$ cat src/rtl/axil_reg_responder.sv
// AXI-Lite register responder: control/status register bank with independent write and read channels.
// Define AXIL_WSTRB_EN to honour w_strb byte lanes; otherwise every write replaces the whole word.
module axil_reg_responder #(
  parameter int          NUM_REGS = 16,
  parameter logic [31:0] ID_VALUE = 32'hBA5A_0001
) (
  input  logic                          clk,
  input  logic                          rst_n,
  input  logic [31:0]                   aw_addr,
  input  logic                          aw_valid,
  output logic                          aw_ready,
  input  logic [31:0]                   w_data,
  input  logic [3:0]                    w_strb,
  input  logic                          w_valid,
  output logic                          w_ready,
  output logic [1:0]                    b_resp,
  output logic                          b_valid,
  input  logic                          b_ready,
  input  logic [31:0]                   ar_addr,
  input  logic                          ar_valid,
  output logic                          ar_ready,
  output logic [31:0]                   r_data,
  output logic [1:0]                    r_resp,
  output logic                          r_valid,
  input  logic                          r_ready,
  output logic [NUM_REGS*32-1:0]        regs_o,
  input  logic [31:0]                   status_i,
  output logic                          wr_pulse_o,
  output logic [$clog2(NUM_REGS)-1:0]   wr_idx_o
);

  localparam int         IDXW        = $clog2(NUM_REGS);
  localparam logic [1:0] RESP_OKAY   = 2'b00;
  localparam logic [1:0] RESP_SLVERR = 2'b10;

  typedef enum logic {W_IDLE = 1'b0, W_RESP = 1'b1} wstate_t;
  typedef enum logic {R_IDLE = 1'b0, R_DATA = 1'b1} rstate_t;

  function automatic logic [IDXW-1:0] addr_idx(input logic [31:0] addr);
    return addr[IDXW+1:2];
  endfunction

  function automatic logic addr_oor(input logic [31:0] addr);
    return (addr >> (IDXW + 2)) != 32'd0;
  endfunction

`ifdef AXIL_WSTRB_EN
  function automatic logic [31:0] apply_strb(input logic [31:0] old_word,
                                             input logic [31:0] new_word,
                                             input logic [3:0]  strb);
    logic [31:0] mask;
    for (int k = 0; k < 4; k++) begin
      mask[8*k +: 8] = {8{strb[k]}};
    end
    return (old_word & ~mask) | (new_word & mask);
  endfunction
`endif

  logic [31:0]     r_regs [NUM_REGS];

  wstate_t         r_wstate;
  wstate_t         w_wstate_nxt;
  logic            r_aw_ready;
  logic            r_w_ready;
  logic            r_b_valid;
  logic [1:0]      r_b_resp;
  logic            r_aw_held;
  logic            r_w_held;
  logic [IDXW-1:0] r_aw_idx;
  logic            r_aw_oor;
  logic [31:0]     r_wbeat_data;
  logic            r_wr_pulse;
  logic [IDXW-1:0] r_wr_idx;

  logic            w_aw_ready_nxt;
  logic            w_w_ready_nxt;
  logic            w_b_valid_nxt;
  logic            w_aw_held_nxt;
  logic            w_w_held_nxt;

  logic            w_aw_hs;
  logic            w_w_hs;
  logic            w_b_hs;
  logic            w_aw_have;
  logic            w_w_have;
  logic            w_commit;
  logic            w_wr_legal;
  logic            w_wr_ok;
  logic [IDXW-1:0] w_wr_idx;
  logic            w_wr_oor;
  logic [31:0]     w_wr_data;
  logic [31:0]     w_wr_word;

  rstate_t         r_rstate;
  rstate_t         w_rstate_nxt;
  logic            r_ar_ready;
  logic            r_r_valid;
  logic [31:0]     r_r_data;
  logic [1:0]      r_r_resp;
  logic            w_ar_ready_nxt;
  logic            w_r_valid_nxt;
  logic            w_ar_hs;
  logic            w_r_hs;
  logic [IDXW-1:0] w_rd_idx;
  logic [31:0]     w_rd_data;
  logic [1:0]      w_rd_resp;

  // A beat arriving on the commit edge is used directly, so the response follows the last handshake by one cycle.
  assign w_aw_hs    = aw_valid & r_aw_ready;
  assign w_w_hs     = w_valid & r_w_ready;
  assign w_b_hs     = r_b_valid & b_ready;
  assign w_aw_have  = r_aw_held | w_aw_hs;
  assign w_w_have   = r_w_held | w_w_hs;
  assign w_commit   = (r_wstate == W_IDLE) & w_aw_have & w_w_have;
  assign w_wr_idx   = w_aw_hs ? addr_idx(aw_addr) : r_aw_idx;
  assign w_wr_oor   = w_aw_hs ? addr_oor(aw_addr) : r_aw_oor;
  assign w_wr_data  = w_w_hs ? w_data : r_wbeat_data;
  assign w_wr_legal = ~w_wr_oor & (w_wr_idx > IDXW'(1));
  assign w_wr_ok    = w_commit & w_wr_legal;

`ifdef AXIL_WSTRB_EN
  logic [3:0] r_wbeat_strb;
  logic [3:0] w_wr_strb;

  assign w_wr_strb = w_w_hs ? w_strb : r_wbeat_strb;
  assign w_wr_word = apply_strb(r_regs[w_wr_idx], w_wr_data, w_wr_strb);

  // Strobe capture for a W beat that arrives ahead of its address.
  always_ff @(posedge clk or negedge rst_n) begin
    if (!rst_n) begin
      r_wbeat_strb <= 4'd0;
    end else if (w_w_hs) begin
      r_wbeat_strb <= w_strb;
    end
  end
`else
  logic w_unused_strb;

  assign w_unused_strb = ^w_strb;
  assign w_wr_word     = w_wr_data;
`endif

  // Write channel next-state and next-handshake logic.
  always_comb begin
    w_wstate_nxt   = r_wstate;
    w_aw_ready_nxt = r_aw_ready;
    w_w_ready_nxt  = r_w_ready;
    w_b_valid_nxt  = r_b_valid;
    w_aw_held_nxt  = r_aw_held;
    w_w_held_nxt   = r_w_held;
    case (r_wstate)
      W_IDLE: begin
        if (w_commit) begin
          w_wstate_nxt   = W_RESP;
          w_aw_ready_nxt = 1'b0;
          w_w_ready_nxt  = 1'b0;
          w_b_valid_nxt  = 1'b1;
          w_aw_held_nxt  = 1'b1;
          w_w_held_nxt   = 1'b1;
        end else begin
          w_aw_ready_nxt = ~w_aw_have;
          w_w_ready_nxt  = ~w_w_have;
          w_aw_held_nxt  = w_aw_have;
          w_w_held_nxt   = w_w_have;
        end
      end
      W_RESP: begin
        if (w_b_hs) begin
          w_wstate_nxt   = W_IDLE;
          w_aw_ready_nxt = 1'b1;
          w_w_ready_nxt  = 1'b1;
          w_b_valid_nxt  = 1'b0;
          w_aw_held_nxt  = 1'b0;
          w_w_held_nxt   = 1'b0;
        end else begin
          w_wstate_nxt   = W_RESP;
        end
      end
      default: begin
        w_wstate_nxt   = W_IDLE;
        w_aw_ready_nxt = 1'b1;
        w_w_ready_nxt  = 1'b1;
        w_b_valid_nxt  = 1'b0;
        w_aw_held_nxt  = 1'b0;
        w_w_held_nxt   = 1'b0;
      end
    endcase
  end

  // Write channel state, handshake and response registers.
  always_ff @(posedge clk or negedge rst_n) begin
    if (!rst_n) begin
      r_wstate   <= W_IDLE;
      r_aw_ready <= 1'b1;
      r_w_ready  <= 1'b1;
      r_b_valid  <= 1'b0;
      r_b_resp   <= RESP_OKAY;
      r_aw_held  <= 1'b0;
      r_w_held   <= 1'b0;
      r_wr_pulse <= 1'b0;
      r_wr_idx   <= '0;
    end else begin
      r_wstate   <= w_wstate_nxt;
      r_aw_ready <= w_aw_ready_nxt;
      r_w_ready  <= w_w_ready_nxt;
      r_b_valid  <= w_b_valid_nxt;
      r_aw_held  <= w_aw_held_nxt;
      r_w_held   <= w_w_held_nxt;
      r_wr_pulse <= w_wr_ok;
      if (w_commit) begin
        r_b_resp <= w_wr_legal ? RESP_OKAY : RESP_SLVERR;
      end
      if (w_wr_ok) begin
        r_wr_idx <= w_wr_idx;
      end
    end
  end

  // Address and data capture for beats that arrive on different cycles.
  always_ff @(posedge clk or negedge rst_n) begin
    if (!rst_n) begin
      r_aw_idx     <= '0;
      r_aw_oor     <= 1'b0;
      r_wbeat_data <= 32'd0;
    end else begin
      if (w_aw_hs) begin
        r_aw_idx <= addr_idx(aw_addr);
        r_aw_oor <= addr_oor(aw_addr);
      end
      if (w_w_hs) begin
        r_wbeat_data <= w_data;
      end
    end
  end

  // Register bank; entries 0 and 1 are never legal targets and stay zero.
  always_ff @(posedge clk or negedge rst_n) begin
    if (!rst_n) begin
      for (int i = 0; i < NUM_REGS; i++) begin
        r_regs[i] <= 32'd0;
      end
    end else begin
      for (int i = 0; i < NUM_REGS; i++) begin
        if (w_wr_ok && (w_wr_idx == IDXW'(i))) begin
          r_regs[i] <= w_wr_word;
        end
      end
    end
  end

  assign w_ar_hs  = ar_valid & r_ar_ready;
  assign w_r_hs   = r_r_valid & r_ready;
  assign w_rd_idx = addr_idx(ar_addr);

  // Read data selection; a same-edge write is not visible until the next read.
  always_comb begin
    w_rd_data = 32'd0;
    w_rd_resp = RESP_OKAY;
    if (addr_oor(ar_addr)) begin
      w_rd_data = 32'd0;
      w_rd_resp = RESP_SLVERR;
    end else if (w_rd_idx == IDXW'(0)) begin
      w_rd_data = ID_VALUE;
    end else if (w_rd_idx == IDXW'(1)) begin
      w_rd_data = status_i;
    end else begin
      w_rd_data = r_regs[w_rd_idx];
    end
  end

  // Read channel next-state and next-handshake logic.
  always_comb begin
    w_rstate_nxt   = r_rstate;
    w_ar_ready_nxt = r_ar_ready;
    w_r_valid_nxt  = r_r_valid;
    case (r_rstate)
      R_IDLE: begin
        if (w_ar_hs) begin
          w_rstate_nxt   = R_DATA;
          w_ar_ready_nxt = 1'b0;
          w_r_valid_nxt  = 1'b1;
        end else begin
          w_rstate_nxt   = R_IDLE;
          w_ar_ready_nxt = 1'b1;
        end
      end
      R_DATA: begin
        if (w_r_hs) begin
          w_rstate_nxt   = R_IDLE;
          w_ar_ready_nxt = 1'b1;
          w_r_valid_nxt  = 1'b0;
        end else begin
          w_rstate_nxt   = R_DATA;
        end
      end
      default: begin
        w_rstate_nxt   = R_IDLE;
        w_ar_ready_nxt = 1'b1;
        w_r_valid_nxt  = 1'b0;
      end
    endcase
  end

  // Read channel state, handshake and payload registers.
  always_ff @(posedge clk or negedge rst_n) begin
    if (!rst_n) begin
      r_rstate   <= R_IDLE;
      r_ar_ready <= 1'b1;
      r_r_valid  <= 1'b0;
      r_r_data   <= 32'd0;
      r_r_resp   <= RESP_OKAY;
    end else begin
      r_rstate   <= w_rstate_nxt;
      r_ar_ready <= w_ar_ready_nxt;
      r_r_valid  <= w_r_valid_nxt;
      if (w_ar_hs) begin
        r_r_data <= w_rd_data;
        r_r_resp <= w_rd_resp;
      end
    end
  end

  for (genvar g = 0; g < NUM_REGS; g++) begin : g_regs_out
    assign regs_o[32*g +: 32] = r_regs[g];
  end

  assign aw_ready   = r_aw_ready;
  assign w_ready    = r_w_ready;
  assign b_valid    = r_b_valid;
  assign b_resp     = r_b_resp;
  assign ar_ready   = r_ar_ready;
  assign r_valid    = r_r_valid;
  assign r_data     = r_r_data;
  assign r_resp     = r_r_resp;
  assign wr_pulse_o = r_wr_pulse;
  assign wr_idx_o   = r_wr_idx;

endmodule

$ cat config.mk
export PLATFORM = sky130hd
export DESIGN_NAME = axil_reg_responder
export DESIGN_NICKNAME = d
export VERILOG_FILES = /design/src/rtl/axil_reg_responder.sv
export SDC_FILE = /design/constraint.sdc
export NUM_CORES = 1
export LEC_CHECK = 0
export BUFFER_PORTS_ARGS = -buffer_cell sky130_fd_sc_hd__buf_4
export CAP_MARGIN = 20
export CORE_AREA = 2 2 268 270
export CTS_CLUSTER_DIAMETER = 50
export DETAILED_ROUTE_END_ITERATION = 10
export DIE_AREA = 0 0 270 272
export PLACE_DENSITY = 0.62
export REMOVE_ABC_BUFFERS = 1
export SYNTH_ARGS = -nofsm -noshare
export SYNTH_HDL_FRONTEND = slang
export SYNTH_SLANG_ARGS = --single-unit
$ cat constraint.sdc
create_clock -name clk -period 3.9 [get_ports clk]
set_clock_uncertainty 0.1 [all_clocks]
set_input_delay 0.195 -clock clk [delete_from_list [all_inputs] [get_ports clk]]
set_output_delay 0.195 -clock clk [all_outputs]
set_load 0.01 [all_outputs]
==> results of run 1 <==
-- final timing paths --
path	depth (start not counted)	endpoint	startpoint
min	4	r_aw_idx[1]	aw_addr[3]
max reg2reg	5	regs_o[448]	w_ready
max	5	regs_o[448]	w_ready
max in group asynchronous	3	regs_o[414]	rst_n
min reg2reg	0	regs_o[48]	regs_o[48]
min in group asynchronous	2	regs_o[125]	rst_n
-- where the power goes --
part	leakage (nW)	internal [mW]	total, mW	switching [mW]
clock network	1.25	4.29	7.17	2.88
logic	9.17	0.875	2.51	1.63
registers	8.21	6.56	6.78	0.224
total	18.6	11.7	16.5	4.74
-- cell families (layout without fill, tap and decap cells) --
logic type / Yosys count / in the layout / synth area share (%)
AOI/OAI and AO/OA: 168 / 168 / 4.33
and+or+nand+nor: 128 / 128 / 2.72
DFF: 597 / 597 / 56.7
muxes: 623 / 623 / 32.4
other: 1 / 3 / 0.0142
buffers and inverters: 212 / 942 / 3.78
-- registers in the layout, indices dropped and copies added, names as in the netlist --
signal	flops
regs_o	512
r_valid	1
r_aw_held	1
w_ready	1
wr_idx_o	4
r_w_held	1
aw_ready	1
ar_ready	1
r_wbeat_data	32
r_wstate	1
wr_pulse_o	1
r_data	32
r_rstate	1
r_resp	1
b_resp	1
r_aw_idx	4
r_aw_oor	1
b_valid	1
-- worst register-to-register path: stages, from the launching register on --
cell and delay (ps):
dfstp_2 560, a21oi_1 140, nor2_1 360, nand3_1 400, or3_4 810, mux2_1 520
-- repair_timing --
item / in CTS / in global routing
hold buffers: 61 / 0
resized for setup: 0 / 0
setup endpoints to repair: 0 / 0
hold endpoints to repair: 160 / 0
-- synth_stat cells, types with 8 or more instances --
library cell / instances / area [um2]
nand2b_1: 12 / 75.1
a22o_1: 10 / 87.6
mux4_2: 96 / 2160
nor2_1: 29 / 109
dfrtp_1: 594 / 14900
nor4_1: 13 / 81.3
a211oi_1: 22 / 165
o22ai_1: 45 / 282
buf_2: 37 / 185
mux2i_1: 21 / 210
buf_4: 15 / 113
nor3_4: 8 / 130
o21ai_0: 23 / 115
mux2_4: 124 / 1860
a21oi_1: 27 / 135
mux2_1: 252 / 2840
mux2_2: 130 / 1460
buf_6: 13 / 146
a2bb2oi_1: 10 / 87.6
o31ai_1: 22 / 165
nand2_1: 42 / 158
clkbuf_1: 135 / 507
-- metrics by stage --
stage | std cells | instance area (um2) | hold slack [ps] | worst slack [ps] | util [%]
floorplan | 1523 | 25400 | -201 | 579 | -
global placement | 3212 | 32300 | 259 | 950 | 45.6
detailed placement | 3212 | 32300 | 266 | 917 | 45.6
CTS | 3410 | 35500 | 15.2 | 896 | 50.1
global route | 3410 | 35500 | 48.8 | 791 | 50.1
finish | 3411 | 35500 | 55.7 | 869 | 50.2
-- per-layer routing --
layer / track usage, % / vias up / routed length (um) / share of wire (%)
met4: 9.36 / 0 / 3290 / 3.4
li1: - / 7668 / - / -
met1: 31.9 / 9710 / 38100 / 39
met5: 0 / - / 0 / 0
met3: 6.95 / 178 / 7640 / 7.9
met2: 43.3 / 817 / 47600 / 49
-- final cells by class --
cell class,instances,area [um2]
Clock buffer,95,2060
Clock inverter,42,513
Sequential cell,597,14900
Fill cell,6133,35300
Tap cell,950,1190
Inverter,5,18.8
Antenna cell,1,2.50
Timing Repair Buffer,800,6300
Multi-Input combinational cell,921,10500
==> impl_metrics.tcl, run 1 <==
set metrics [dict create \
    grt_pass1_vias 19600 \
    syn2layout_area_growth_pct 34.7 \
    cpPeakStageDelay_ps 810 \
    synth_seq_cells 597 \
    grt_use_total_pct 25.8 \
    tritoncts.num_buffers 75 \
    synth.avg_cell_area_um2 15.2 \
    leakagePower_nw 18.6 \
    cp-start-kind "flip-flop" \
    cts_tree "done" \
    fp-row-count 98 \
    clkSinkCount 597 \
    drc 0 \
    wl_um 96600 \
    total_power_mw 16.5 \
    cp.buffers_inverters 0 \
    grt_max_degree 107 \
    path_clk_slew_ps 60 \
    overflow 0 \
    die-area_mm2 0.0734 \
    maxSlewViolCount 0 \
    ant_nets 0 \
    synth_cell_types 45 \
    syn_area_mm2 0.0263 \
    finalSetupViolCount 0 \
    finalNetCount 2539 \
    antenna_found_initial 1 \
    fmax_mhz 330 \
    drt_first_pass_iters 7 \
    fp.dieH_um 272 \
    grt_pass1_wl_um 139000 \
    crit_type "reg -> reg" \
    period_needed_ps 3030 \
    relSlewSlack_pct 31.3 \
    setup_tns_ps 0 \
    rsz0062_at_grt "false" \
    io_pins 697 \
    cts_buffer_depth 3 \
    synthFlopType "dfrtp_1" \
    gp_congestion 0.887 \
    final_common_cell "buf_4" \
    ys_seq_area_share_pct 56.7 \
    initial_core_util_pct 37.2 \
    r2r_setup_slack_ps 870 \
    critPathMaxFanout 32 \
    yosysWarnings 0 \
    wire_per_inst_um 28.3 \
    drive_gt1_share_pct 50.6 \
    crit_path_end_kind "flip-flop" \
    critical_path.top_delay_family "simple AND/OR/NAND/NOR gates" \
    core_mm2 0.0708 \
    fin_crit_sh_pct 77.7 \
    post_cts_buffers 0 \
    ir_drop_v 0.000526 \
    dieWidth_um 270 \
    hold_class "in -> reg" \
    worst-endpoint-arrival_ps 3400 \
    clk-insertion-delay-late_ps 610 \
    critPathRequiredTime_ps 4260 \
    place_hpwl_um 65200 \
    final_cell_mix "buf_4, dfrtp_1, mux2_1" \
    portBuffers 686 \
    synth-edff-count 0 \
    cap_viol_max_count 0 \
    worst_path_max_delay_cell "or3_4" \
    vias 18400 \
    path_cells "a21oi_1, nor2_1, nand3_1, or3_4, mux2_1" \
    cts_root_buf "clkbuf_16" \
    p_per_area_mw_per_mm2 464 \
    synthArstFlopShare_pct 100 \
    syn-instance-count 1729 \
    detail_route.iter0.violations 1137 \
    h-tree-depth 3 \
    finalHoldViolCount 0 \
    status "finished, final reports clean" \
    worst_pin_slew_ps 1030 \
    drt-vias-per-instance 5.39 \
]
No activity file was read; power rests on OpenSTA's default activity.
==> inputs of run 2 (changes only) <==
- CORE_AREA: 2 2 268 270 -> 2 2 270 272
- DIE_AREA: 0 0 270 272 -> 0 0 272 274
- PLACE_DENSITY: 0.62 -> 0.61
- clock period: 3.9 -> 3.07 ns (I/O delays scaled with it)
==> run 2 against run 1 <==
Effect of this change:
- sequential power grew 27%
- die area increased by 1.5%
- setup slack worse by 540 ps
- register-to-register slack got worse by 540 ps
- first-iteration DRC count fell by 2.0%
- largest power group unchanged
==> impl_metrics.tcl, run 2 (synthesized netlist as in run 1, its figures left out) <==
set metrics [dict create \
    status "finished, final reports clean" \
    drt-vias-per-instance 5.33 \
    fmax_mhz 364 \
    detail_route.iter0.violations 1114 \
    finalSetupViolCount 0 \
    finalHoldWorstSlack_ps 30.0 \
    critPathRequiredTime_ps 3460 \
    finalInstanceArea_mm2 0.0361 \
    cts_tree "done" \
    fp.dieH_um 274 \
    io_pins 697 \
    worst-endpoint-arrival_ps 3140 \
    cts_buffer_depth 3 \
    fp-row-count 99 \
    antenna_found_initial 1 \
    setup_tns_ps 0 \
    maxUsedRoutingLayer "met4" \
    place_area_mm2 0.0327 \
    overflow 0 \
    hold_class "in -> reg" \
    finalHoldViolCount 0 \
    ant_nets 0 \
    path_clk_slew_ps 60 \
    critical_path.top_delay_family "simple AND/OR/NAND/NOR gates" \
    cpPeakStageDelay_ps 590 \
    grt_use_total_pct 25.5 \
    critPathMaxFanout 14 \
    ir_drop_v 0.000499 \
    drive_gt1_share_pct 51.0 \
    grt_pass1_vias 19200 \
    dieWidth_um 272 \
    largest_reg_flops 512 \
    grt_pass1_wl_um 138000 \
    p_per_area_mw_per_mm2 596 \
    cts_root_buf "clkbuf_16" \
    drt_first_pass_iters 5 \
    period_needed_ps 2740 \
    worst_pin_slew_ps 970 \
    crit_path_end_kind "flip-flop" \
    cap_viol_max_count 0 \
    core_mm2 0.0720 \
    utilization_pct 50.2 \
    wl_um 96900 \
    total_power_mw 21.5 \
    relSlewSlack_pct 35.3 \
    tritoncts.num_buffers 78 \
    place_hpwl_um 66300 \
    die-area_mm2 0.0745 \
    clk-insertion-delay-late_ps 620 \
    grt_max_degree 98 \
    rsz0062_at_grt "false" \
    wl_met3_um 8620 \
    wire_per_inst_um 28.1 \
    fin_crit_sh_pct 89.4 \
    maxSlewViolCount 0 \
    clkSinkCount 597 \
    finalNetCount 2561 \
    cp.buffers_inverters 1 \
    met1_length_um 37900 \
    drc 0 \
    portBuffers 686 \
    vias 18400 \
    final_cell_mix "buf_4, dfrtp_1, mux2_1" \
    worst_path_max_delay_cell "dfstp_2" \
    syn2layout_area_growth_pct 37.2 \
    path_cells "and3_1, a21o_1, nand3_1, nor3_4, buf_4, mux2_2" \
    wl_met2_um 47500 \
    initial_core_util_pct 36.6 \
    leakagePower_nw 18.9 \
    final_common_cell "buf_4" \
    crit_type "reg -> reg" \
    gp_congestion 0.888 \
    cp-start-kind "flip-flop" \
    h-tree-depth 3 \
]
## run 2: changes by cell type in the layout (fill, tap and decap cells not counted), sizes merged
cell and delta:
buf +12, bufinv +3, clkbuf +2, clkinv -3, clkinvlp +2, diode +1
dlygate4sd3 +7, inv +3
## run 2: metal layers
layer	vias up	track usage, %
li1	7743	-
met1	9631	31.7
met2	834	42.5
met3	159	7.80
met4	0	8.59
met5	-	0
## run 2: stage by stage
step | std cells | setup slack, ps
floorplan | 1523 | -251
global placement | 3233 | 389
detailed placement | 3233 | 360
CTS | 3445 | 333
global route | 3445 | 165
finish | 3447 | 325
## run 2: path summary, 6_finish.rpt
kind	slack [ps]	depth (start not counted)	endpoint	start
min in group asynchronous	80	2	regs_o[475]	rst_n
hold reg to reg	270	0	regs_o[58]	regs_o[58]
setup / recovery	330	6	regs_o[496]	aw_ready
max in group asynchronous	1780	3	regs_o[3]	rst_n
hold / removal	30	4	w_ready	w_valid
setup reg to reg	330	6	regs_o[496]	aw_ready
## run 2: area by class of cell
cell class | count | area (um2)
flip-flops and latches | 597 | 14900
clock inverters | 47 | 623
clock buffers | 97 | 2130
diodes | 2 | 5.00
inverters | 5 | 18.8
fillers | 6135 | 35800
multi-input cells | 921 | 10500
repair buffers | 819 | 6750
well taps | 959 | 1200
## run 2: tightest hold or removal path, stage by stage
cell	delay, ps
buf_4	90
a21oi_1	100
nor2_1	310
nor2_1	90
## run 2: power by group
group	internal (mW)	switching, mW
registers	8.33	0.285
clock network	5.88	3.79
logic	1.15	2.10
total	15.4	6.17
## run 2: what timing repair did
item	in CTS	in global routing
resized for setup	0	0
hold buffers	68	0
setup buffers	0	0
endpoints found under the hold margin	284	0
